[src/rtl/uart_peripheral_if.sv]
// CPU data-bus slave port for the UART: strobes, address/data in, combinational
// read data and accessibility flags back to the CPU merge logic.
interface uart_peripheral_if;
  logic        rd;
  logic        wr;
  logic [31:0] addr;
  logic [31:0] wdata;
  logic [31:0] rdata;
  logic        r_accessible;
  logic        w_accessible;

  modport master (output rd, wr, addr, wdata, input rdata, r_accessible, w_accessible);
  modport slave  (input rd, wr, addr, wdata, output rdata, r_accessible, w_accessible);
endinterface

[src/rtl/uart_peripheral.sv]
// Memory-mapped 8N1 UART: one transmitter, single-byte receive buffer, sticky
// status flags in CON, registered level interrupt.
module uart_peripheral #(
  parameter int unsigned BAUD_DIV = 5208
) (
  input  logic             clk,
  input  logic             reset,
  uart_peripheral_if.slave bus,
  input  logic             uart_rx,
  output logic             uart_tx,
  output logic             irqout
);

  localparam logic [15:0] DIV_M1  = 16'(BAUD_DIV - 1);
  localparam logic [15:0] HALF_M1 = 16'(BAUD_DIV / 2 - 1);
  localparam logic [30:0] A_TXD   = 31'h4000001C;
  localparam logic [30:0] A_RXD   = 31'h40000020;
  localparam logic [30:0] A_CON   = 31'h40000024;

  typedef enum logic [1:0] {S_IDLE, S_START, S_DATA, S_STOP} uart_state_e;

  logic [30:0] a;
  logic        hit_txd, hit_rxd, hit_con;
  logic        rx_read, con_wr, tx_accept;
  logic        unused_bits;

  assign a           = bus.addr[30:0];
  assign hit_txd     = (a == A_TXD);
  assign hit_rxd     = (a == A_RXD);
  assign hit_con     = (a == A_CON);
  assign rx_read     = bus.rd & hit_rxd;
  assign con_wr      = bus.wr & hit_con;
  assign unused_bits = ^{bus.addr[31], bus.wdata[31:8]};

  // control / status registers
  logic       tx_irq_en, rx_irq_en, tx_done, rx_valid, rx_overrun, rx_frame_err;
  logic [7:0] txd_reg, rx_data;
  logic       tx_go;

  // ---------------- transmitter ----------------
  uart_state_e tx_state, tx_state_n;
  logic [15:0] tx_cnt, tx_cnt_n;
  logic [2:0]  tx_bit, tx_bit_n;
  logic [7:0]  tx_shift, tx_shift_n;
  logic        tx_line, tx_line_n;
  logic        tx_end, tx_wrap, tx_busy;

  assign tx_busy   = (tx_state != S_IDLE);
  // tx_go covers the one cycle between acceptance and the FSM leaving IDLE
  assign tx_accept = bus.wr & hit_txd & ~tx_busy & ~tx_go;
  assign tx_wrap   = (tx_cnt == DIV_M1);

  always_ff @(posedge clk or negedge reset) begin
    if (!reset) begin
      tx_state <= S_IDLE;
      tx_cnt   <= '0;
      tx_bit   <= '0;
      tx_shift <= '0;
      tx_line  <= 1'b1;
    end else begin
      tx_state <= tx_state_n;
      tx_cnt   <= tx_cnt_n;
      tx_bit   <= tx_bit_n;
      tx_shift <= tx_shift_n;
      tx_line  <= tx_line_n;
    end
  end

  always_comb begin
    tx_state_n = tx_state;
    tx_cnt_n   = tx_cnt + 16'd1;
    tx_bit_n   = tx_bit;
    tx_shift_n = tx_shift;
    tx_line_n  = tx_line;
    tx_end     = 1'b0;
    case (tx_state)
      S_IDLE: begin
        tx_cnt_n  = '0;
        tx_line_n = 1'b1;
        if (tx_go) begin
          tx_state_n = S_START;
          tx_line_n  = 1'b0;
          tx_shift_n = txd_reg;
        end
      end
      S_START: if (tx_wrap) begin
        tx_state_n = S_DATA;
        tx_cnt_n   = '0;
        tx_bit_n   = '0;
        tx_line_n  = tx_shift[0];
      end
      S_DATA: if (tx_wrap) begin
        tx_cnt_n = '0;
        if (tx_bit == 3'd7) begin
          tx_state_n = S_STOP;
          tx_line_n  = 1'b1;
        end else begin
          tx_bit_n   = tx_bit + 3'd1;
          tx_shift_n = {1'b0, tx_shift[7:1]};
          tx_line_n  = tx_shift[1];
        end
      end
      S_STOP: if (tx_wrap) begin
        tx_state_n = S_IDLE;
        tx_cnt_n   = '0;
        tx_end     = 1'b1;
      end
      default: tx_state_n = S_IDLE;
    endcase
  end

  assign uart_tx = tx_line;

  // ---------------- receiver ----------------
  logic        rx_s1, rx_sync;
  uart_state_e rx_state, rx_state_n;
  logic [15:0] rx_cnt, rx_cnt_n;
  logic [2:0]  rx_bit, rx_bit_n;
  logic [7:0]  rx_shift, rx_shift_n;
  logic        rx_ok, rx_bad;

  always_ff @(posedge clk or negedge reset) begin
    if (!reset) begin
      rx_s1    <= 1'b1;
      rx_sync  <= 1'b1;
      rx_state <= S_IDLE;
      rx_cnt   <= '0;
      rx_bit   <= '0;
      rx_shift <= '0;
    end else begin
      rx_s1    <= uart_rx;
      rx_sync  <= rx_s1;
      rx_state <= rx_state_n;
      rx_cnt   <= rx_cnt_n;
      rx_bit   <= rx_bit_n;
      rx_shift <= rx_shift_n;
    end
  end

  always_comb begin
    rx_state_n = rx_state;
    rx_cnt_n   = rx_cnt + 16'd1;
    rx_bit_n   = rx_bit;
    rx_shift_n = rx_shift;
    rx_ok      = 1'b0;
    rx_bad     = 1'b0;
    case (rx_state)
      S_IDLE: begin
        rx_cnt_n = '0;
        if (!rx_sync) rx_state_n = S_START;
      end
      // a start bit that is high again at mid-bit is treated as line noise
      S_START: if (rx_cnt == HALF_M1) begin
        rx_cnt_n   = '0;
        rx_bit_n   = '0;
        rx_state_n = rx_sync ? S_IDLE : S_DATA;
      end
      S_DATA: if (rx_cnt == DIV_M1) begin
        rx_cnt_n   = '0;
        rx_shift_n = {rx_sync, rx_shift[7:1]};
        if (rx_bit == 3'd7) rx_state_n = S_STOP;
        else                rx_bit_n   = rx_bit + 3'd1;
      end
      S_STOP: if (rx_cnt == DIV_M1) begin
        rx_state_n = S_IDLE;
        rx_cnt_n   = '0;
        if (rx_sync) rx_ok  = 1'b1;
        else         rx_bad = 1'b1;
      end
      default: rx_state_n = S_IDLE;
    endcase
  end

  // ---------------- registers and interrupt ----------------
  always_ff @(posedge clk or negedge reset) begin
    if (!reset) begin
      tx_irq_en    <= 1'b0;
      rx_irq_en    <= 1'b0;
      tx_done      <= 1'b0;
      rx_valid     <= 1'b0;
      rx_overrun   <= 1'b0;
      rx_frame_err <= 1'b0;
      txd_reg      <= '0;
      rx_data      <= '0;
      tx_go        <= 1'b0;
      bus.w_accessible <= 1'b0;
      irqout       <= 1'b0;
    end else begin
      if (con_wr) {rx_irq_en, tx_irq_en} <= bus.wdata[1:0];
      if (tx_accept) txd_reg <= bus.wdata[7:0];
      if (tx_accept)               tx_go <= 1'b1;
      else if (tx_state == S_IDLE) tx_go <= 1'b0;
      // set beats a same-cycle W1C
      if (tx_end)                         tx_done <= 1'b1;
      else if (con_wr && bus.wdata[2])    tx_done <= 1'b0;
      if (rx_ok) rx_data <= rx_shift;
      if (rx_ok)        rx_valid <= 1'b1;
      else if (rx_read) rx_valid <= 1'b0;
      // a byte read in the completing cycle is not lost, so no overrun then
      if (rx_ok && rx_valid && !rx_read) rx_overrun <= 1'b1;
      else if (con_wr && bus.wdata[5])   rx_overrun <= 1'b0;
      if (rx_bad)                        rx_frame_err <= 1'b1;
      else if (con_wr && bus.wdata[6])   rx_frame_err <= 1'b0;
      if (bus.wr) bus.w_accessible <= hit_txd | hit_rxd | hit_con;
      irqout <= (tx_irq_en & tx_done) | (rx_irq_en & rx_valid);
    end
  end

  always_comb begin
    bus.rdata        = 32'hcdcdcdcd;
    bus.r_accessible = 1'b0;
    if (hit_txd) begin
      bus.rdata        = {24'b0, txd_reg};
      bus.r_accessible = 1'b1;
    end else if (hit_rxd) begin
      bus.rdata        = {24'b0, rx_data};
      bus.r_accessible = 1'b1;
    end else if (hit_con) begin
      bus.rdata        = {25'b0, rx_frame_err, rx_overrun, tx_busy, rx_valid,
                          tx_done, rx_irq_en, tx_irq_en};
      bus.r_accessible = 1'b1;
    end
  end

endmodule

[src/flat_wrapper.sv]
// flat-port wrapper written by rule: the top's interface ports become plain ports
module uart_peripheral_flat 
#(
  parameter int unsigned BAUD_DIV = 5208
)
  (clk, reset, uart_rx, uart_tx, irqout, bus_rd, bus_wr, bus_addr, bus_wdata, bus_rdata, bus_r_accessible, bus_w_accessible);
  uart_peripheral_if bus_i ();
  input  logic clk;
  input  logic reset;
  input  logic uart_rx;
  output logic uart_tx;
  output logic irqout;
  input wire logic [$bits(bus_i.rd)-1:0] bus_rd;
  input wire logic [$bits(bus_i.wr)-1:0] bus_wr;
  input wire logic [$bits(bus_i.addr)-1:0] bus_addr;
  input wire logic [$bits(bus_i.wdata)-1:0] bus_wdata;
  output wire logic [$bits(bus_i.rdata)-1:0] bus_rdata;
  output wire logic [$bits(bus_i.r_accessible)-1:0] bus_r_accessible;
  output wire logic [$bits(bus_i.w_accessible)-1:0] bus_w_accessible;
  assign bus_i.rd = bus_rd;
  assign bus_i.wr = bus_wr;
  assign bus_i.addr = bus_addr;
  assign bus_i.wdata = bus_wdata;
  assign bus_rdata = bus_i.rdata;
  assign bus_r_accessible = bus_i.r_accessible;
  assign bus_w_accessible = bus_i.w_accessible;
  uart_peripheral #(.BAUD_DIV(BAUD_DIV)) u_core (.clk(clk), .reset(reset), .bus(bus_i), .uart_rx(uart_rx), .uart_tx(uart_tx), .irqout(irqout));
endmodule
[config.mk]
export PLATFORM = sky130hd
export DESIGN_NAME = uart_peripheral_flat
export DESIGN_NICKNAME = d
export VERILOG_FILES = /design/src/rtl/uart_peripheral_if.sv /design/src/rtl/uart_peripheral.sv /design/src/flat_wrapper.sv
export SDC_FILE = /design/constraint.sdc
export NUM_CORES = 1
export LEC_CHECK = 0
export ABC_AREA = 1
export BUFFER_PORTS_ARGS = -buffer_cell sky130_fd_sc_hd__buf_2
export CAP_MARGIN = 20
export CORE_MARGIN = 8
export CORE_UTILIZATION = 45
export CTS_CLUSTER_DIAMETER = 30
export CTS_CLUSTER_SIZE = 25
export DETAILED_ROUTE_END_ITERATION = 7
export PLACE_DENSITY = 0.74
export SLEW_MARGIN = 20
export SYNTH_ARGS = -nofsm -noshare
export SYNTH_HDL_FRONTEND = slang
export SYNTH_SLANG_ARGS = --single-unit
export TNS_END_PERCENT = 10
[constraint.sdc]
create_clock -name clk -period 1.99 [get_ports clk]
set_clock_uncertainty 0.15 [all_clocks]
set_input_delay 0.199 -clock clk [delete_from_list [all_inputs] [get_ports clk]]
set_output_delay 0.199 -clock clk [all_outputs]
set_load 0.05 [all_outputs]
==> impl_results.html <==
<table>
<tr><th>Metric</th><th>Value</th></tr>
<tr><th colspan="2">Routing</th></tr>
<tr><td>Remaining antenna violation count after routing</td><td>0</td></tr>
<tr><td>Length of the first detailed-routing pass in iterations</td><td>5</td></tr>
<tr><td>Number of remaining DRC errors</td><td>0</td></tr>
<tr><td>Number of vias per cell after detailed routing</td><td>5.103</td></tr>
<tr><td>Initial DRC count</td><td>370</td></tr>
<tr><td>Detailed-route wire length</td><td>12160 um</td></tr>
<tr><td>Number of vias in the routed layout</td><td>4547</td></tr>
<tr><td>Average wire length per cell after detail routing</td><td>13.64 um</td></tr>
<tr><th colspan="2">Clock network</th></tr>
<tr><td>Buffer type at the clock tree root</td><td>sky130_fd_sc_hd__clkbuf_8</td></tr>
<tr><td>Count of H-tree levels built during CTS</td><td>3</td></tr>
<tr><td>Clock Latency Late Sink</td><td>0.37 ns</td></tr>
<tr><td>Clock edge transition at the registers on the reported setup and hold paths</td><td>0.07 ns</td></tr>
<tr><td>Sinks on Clock Net</td><td>86</td></tr>
<tr><td>TritonCTS Buffers</td><td>9</td></tr>
<tr><td>CTS tree</td><td>done</td></tr>
<tr><td>Maximum count of clock buffers along a single path</td><td>2</td></tr>
<tr><th colspan="2">Cells and area</th></tr>
<tr><td>Proportion of layout cells with a drive suffix above 1</td><td>24.67%</td></tr>
<tr><td>Final standard cell count with taps included and fillers excluded</td><td>891</td></tr>
<tr><td>Layout Utilization</td><td>56.67%</td></tr>
<tr><td>Number of nets in the layout</td><td>825</td></tr>
<tr><td>Area added between synthesis and finish</td><td>22.45%</td></tr>
<tr><td>Registers with the highest flip-flop counts</td><td>u_core.rx_cnt x16, u_core.tx_cnt x16</td></tr>
<tr><th colspan="2">Setup path</th></tr>
<tr><td>CP most frequent cell</td><td>sky130_fd_sc_hd__nor2_4</td></tr>
<tr><td>Arrival @ worst endpoint</td><td>1.61 ns</td></tr>
<tr><td>Highest fanout seen on the critical path</td><td>8</td></tr>
<tr><td>Startpoint type of the worst setup path</td><td>primary input</td></tr>
<tr><td>Slowest library cell on the worst path</td><td>sky130_fd_sc_hd__nor2_4</td></tr>
<tr><td>Cell-by-cell trace of the critical path</td><td>buf_2 -&gt; nor2_4 -&gt; nand2_2 -&gt; nor2_4 -&gt; nand2_4 -&gt; nor2_4 -&gt; nand2_4 -&gt; nand3_4 -&gt; clkinvlp_4 -&gt; buf_12 -&gt; buf_6</td></tr>
<tr><td>Worst setup path class</td><td>in2out</td></tr>
<tr><td>CP delay by family, top</td><td>simple AND/OR/NAND/NOR gates</td></tr>
<tr><td>Category of the worst setup path capture point</td><td>output pin</td></tr>
<tr><td>Worst endpoint required time</td><td>1.64 ns</td></tr>
<tr><td>Delay of the slowest cell on the worst path</td><td>0.21 ns</td></tr>
<tr><td>Number of buffer and inverter stages on the critical path</td><td>4</td></tr>
<tr><th colspan="2">Synth</th></tr>
<tr><td>Most common flop cell mapped by yosys</td><td>sky130_fd_sc_hd__dfrtp_1</td></tr>
<tr><td>Number of synthesized flops with an enable pin</td><td>0</td></tr>
<tr><td>Async set-reset flop share out of synthesis</td><td>100.0%</td></tr>
<tr><td>Synth top area cells</td><td>sky130_fd_sc_hd__dfrtp_1, sky130_fd_sc_hd__nand2_1, sky130_fd_sc_hd__nor2_1</td></tr>
<tr><td>Yosys reg bits</td><td>86</td></tr>
<tr><td>Fraction of the yosys area taken by sequential cells</td><td>42.79%</td></tr>
<tr><td>Netlist cell types</td><td>42</td></tr>
<tr><td>Number of instances in the synthesized netlist</td><td>656</td></tr>
<tr><td>Post-Syn Area</td><td>0.005039 sq mm</td></tr>
<tr><td>Yosys warning count</td><td>0</td></tr>
<tr><td>Most area-hungry cell type in the Yosys netlist</td><td>sky130_fd_sc_hd__dfrtp_1</td></tr>
<tr><td>Synthesized area per cell</td><td>7.681 sq um</td></tr>
<tr><td>Top cell type's share of synthesized area</td><td>41.22%</td></tr>
<tr><th colspan="2">Power and ir drop</th></tr>
<tr><td>Gate power share</td><td>6.6%</td></tr>
<tr><td>VDD IR-drop max</td><td>0.4180 mV</td></tr>
<tr><td>Leak Pwr</td><td>0.003021 uW</td></tr>
<tr><td>Pwr dens</td><td>508.4 mW/mm^2</td></tr>
<tr><td>Relative contribution of sequential cells to total power</td><td>55.8%</td></tr>
<tr><td>Post-layout total power</td><td>3137 uW</td></tr>
<tr><td>Fraction of power spent switching nets</td><td>23.15%</td></tr>
<tr><td>Clk network pwr share</td><td>37.6%</td></tr>
<tr><td>Switching Power</td><td>726.2 uW</td></tr>
<tr><td>Internal Power</td><td>2411 uW</td></tr>
<tr><th colspan="2">Outcome</th></tr>
<tr><td>Result of the run</td><td>complete, no violations</td></tr>
<tr><th colspan="2">Timing</th></tr>
<tr><td>Final setup violation count</td><td>0</td></tr>
<tr><td>RSZ-0062 raised after global routing</td><td>true</td></tr>
<tr><td>Hold Fails Final Rpt</td><td>0</td></tr>
<tr><td>Headroom to the max-slew limit</td><td>58.89%</td></tr>
<tr><td>TNS Setup</td><td>0 ns</td></tr>
<tr><td>Max-slew violations</td><td>0</td></tr>
<tr><td>Maximum clock frequency</td><td>510.6 MHz</td></tr>
<tr><td>Minimum setup slack in the final design</td><td>0.03143 ns</td></tr>
<tr><td>Worst-Margin Slew</td><td>0.6166 ns</td></tr>
<tr><td>Final worst-path cycle share</td><td>98.42%</td></tr>
<tr><td>Final period demand of the worst path</td><td>1.959 ns</td></tr>
<tr><th colspan="2">Placement</th></tr>
<tr><td>Half-perimeter wire length after placement</td><td>8874 um</td></tr>
<tr><td>Final weighted congestion in routability-driven placement</td><td>0.8572</td></tr>
<tr><td>Number of buffers added on ports</td><td>70</td></tr>
<tr><td>Cell count after placement</td><td>854</td></tr>
<tr><td>Post-placement setup slack</td><td>-0.06205 ns</td></tr>
<tr><th colspan="2">Global route</th></tr>
<tr><td>Global Route met3 Usage</td><td>4.396%</td></tr>
<tr><td>Vias in the first global route</td><td>4341</td></tr>
<tr><td>Antenna violations before repair</td><td>1</td></tr>
<tr><td>First-pass GRT wire length</td><td>19240 um</td></tr>
<tr><td>Met1 track utilization from global routing</td><td>18.30%</td></tr>
<tr><td>Tot GR Track Use</td><td>15.79%</td></tr>
<tr><td>Most crowded layer after global routing</td><td>met2</td></tr>
<tr><td>Global-route met2 utilization</td><td>27.02%</td></tr>
<tr><td>Total congestion overflow</td><td>0</td></tr>
<tr><td>Pin count of the biggest net entering global routing</td><td>47</td></tr>
<tr><th colspan="2">Floorplanning</th></tr>
<tr><td>Num ports</td><td>105</td></tr>
<tr><td>Die Footprint</td><td>0.01484 sq mm</td></tr>
<tr><td>Floorplan die width</td><td>121.8 um</td></tr>
<tr><td>Starting density of the core</td><td>46.28%</td></tr>
<tr><td>Die Y-Extent</td><td>121.8 um</td></tr>
<tr><td>Core ar.</td><td>0.01089 sq mm</td></tr>
<tr><td>Placement Rows</td><td>38</td></tr>
<tr><th colspan="2">Worst hold path</th></tr>
<tr><td>Tightest Hold Check Type</td><td>reg2reg</td></tr>
<tr><th colspan="2">Job</th></tr>
<tr><td>Number of violations of the max-capacitance limit</td><td>0</td></tr>
</table>
## through the flow
stage	instance area (sq um)	hold WS (ns)
5_1_grt	6170	0.2146
3_5_place_dp	5465	0.1036
4_1_cts	5839	0.1773
6_report	6170	0.2061
3_3_place_gp	5465	0.09189
2_1_floorplan	5080	-0.2466
## path summary, 6_finish.rpt
check                                    endpoint  cells after the start                from  slack, ns
worst min register to register     u_core.rx_sync                      0        u_core.rx_s1       0.21
worst min-delay path               u_core.rx_sync                      0        u_core.rx_s1       0.21
worst max register to register   u_core.tx_bit[0]                      8  u_core.tx_state[0]       0.13
worst max-delay path                bus_rdata[26]                     11        bus_addr[17]       0.03
max in group asynchronous       u_core.tx_cnt[12]                      3               reset       0.84
min in group asynchronous       u_core.rx_data[3]                      2               reset       0.22
## layer usage
layer	wire, um	up-vias	part of all wire, %
met1	5082	2154	42
met2	6012	126	49
met4	215	0	1.8
met3	846	20	7.0
li1	-	2247	-
met5	0	-	0
## cell usage after synthesis, types with 2 or more instances
| master | count |
|---|---|
| sky130_fd_sc_hd__nand3b_1 | 7 |
| sky130_fd_sc_hd__nor2_4 | 2 |
| sky130_fd_sc_hd__inv_1 | 73 |
| sky130_fd_sc_hd__nand2_4 | 2 |
| sky130_fd_sc_hd__nor3b_1 | 2 |
| sky130_fd_sc_hd__clkinv_1 | 2 |
| sky130_fd_sc_hd__buf_6 | 4 |
| sky130_fd_sc_hd__nand2_1 | 157 |
| sky130_fd_sc_hd__xor2_1 | 4 |
| sky130_fd_sc_hd__nand4_1 | 16 |
| sky130_fd_sc_hd__nor3_2 | 2 |
| sky130_fd_sc_hd__nand3_1 | 55 |
| sky130_fd_sc_hd__dfrtp_1 | 83 |
| sky130_fd_sc_hd__dfstp_2 | 3 |
| sky130_fd_sc_hd__ha_1 | 11 |
| sky130_fd_sc_hd__o21ai_2 | 16 |
| sky130_fd_sc_hd__nand2_2 | 7 |
| sky130_fd_sc_hd__inv_2 | 9 |
| sky130_fd_sc_hd__nor2_2 | 8 |
| sky130_fd_sc_hd__or2_0 | 3 |
| sky130_fd_sc_hd__o21ai_1 | 15 |
| sky130_fd_sc_hd__o21a_1 | 3 |
| sky130_fd_sc_hd__buf_2 | 4 |
| sky130_fd_sc_hd__nor2_1 | 82 |
| sky130_fd_sc_hd__xnor2_1 | 2 |
| sky130_fd_sc_hd__nor3_1 | 17 |
| sky130_fd_sc_hd__a21oi_1 | 12 |
| sky130_fd_sc_hd__buf_4 | 23 |
| sky130_fd_sc_hd__o21ai_0 | 12 |
| sky130_fd_sc_hd__nand3_2 | 3 |
| sky130_fd_sc_hd__mux2i_1 | 6 |
## logic make-up (layout without fill, tap and decap cells)
family,Yosys count,after routing,synth area share [%]
adder cells (fa/ha/maj),11,11,2.732
AND/OR/NAND/NOR,368,370,33.35
other,1,10,0.07443
flip-flops,86,86,42.79
XOR/XNOR,6,6,1.043
multiplexers,6,6,1.192
buffers and inverters,116,200,11.10
AO/OA/AOI/OAI,62,62,7.723
## layout make-up
class,instances,area [sq um]
clock buffers,14,142.6
flip-flops and latches,86,2156
clock inverters,2,35.03
inverters,85,325.3
well taps,140,175.2
repair inverters,1,7.507
diodes,1,2.502
multi-input cells,464,2505
repair buffers,98,820.8
fillers,983,4718
## worst register-to-register path, cell delays in order, from the launching register on
cell and delay [ns]:
sky130_fd_sc_hd__dfrtp_1 0.37, sky130_fd_sc_hd__inv_1 0.11, sky130_fd_sc_hd__ha_1 0.32, sky130_fd_sc_hd__nand2_1 0.19, sky130_fd_sc_hd__o21ai_0 0.13, sky130_fd_sc_hd__nor2_1 0.22
sky130_fd_sc_hd__o21ai_0 0.12, sky130_fd_sc_hd__o21ai_0 0.09, sky130_fd_sc_hd__inv_1 0.05
## layout by cell type, fill, tap and decap left out, types with 7 or more instances in the layout
cell type                         n
sky130_fd_sc_hd__a21oi_1         12
sky130_fd_sc_hd__buf_2           38
sky130_fd_sc_hd__buf_4           23
sky130_fd_sc_hd__buf_6           14
sky130_fd_sc_hd__clkbuf_8         9
sky130_fd_sc_hd__conb_1           9
sky130_fd_sc_hd__dfrtp_1         83
sky130_fd_sc_hd__dlygate4sd3_1   12
sky130_fd_sc_hd__ha_1            10
sky130_fd_sc_hd__inv_1           69
sky130_fd_sc_hd__inv_2           12
sky130_fd_sc_hd__nand2_1        151
sky130_fd_sc_hd__nand2_2         11
sky130_fd_sc_hd__nand3_1         54
sky130_fd_sc_hd__nand3b_1         7
sky130_fd_sc_hd__nand4_1         16
sky130_fd_sc_hd__nor2_1          65
sky130_fd_sc_hd__nor2_2          19
sky130_fd_sc_hd__nor2_4           8
sky130_fd_sc_hd__nor3_1          17
sky130_fd_sc_hd__o21ai_0         12
sky130_fd_sc_hd__o21ai_1         15
sky130_fd_sc_hd__o21ai_2         16
## power by group through the flow
stage	clock network, uW	logic (uW)	registers, uW
final	1180	208	1750
after global routing	1270	227	1750
after CTS	1200	182	1750
after detailed placement	0	163	1790
after global placement	0	157	1790
after floorplan	0	76.0	1790
## what timing repair did
| action | in CTS | in global routing |
|---|---|---|
| pin swaps | 1 | 17 |
| hold buffers | 12 | 0 |
| setup endpoints to repair | 17 | 50 |
| hold endpoints to repair | 57 | 0 |
| gates cloned | 1 | 2 |
| resized for setup | 22 | 74 |
| setup buffers | 1 | 4 |
No activity file was read; power rests on OpenSTA's default activity.
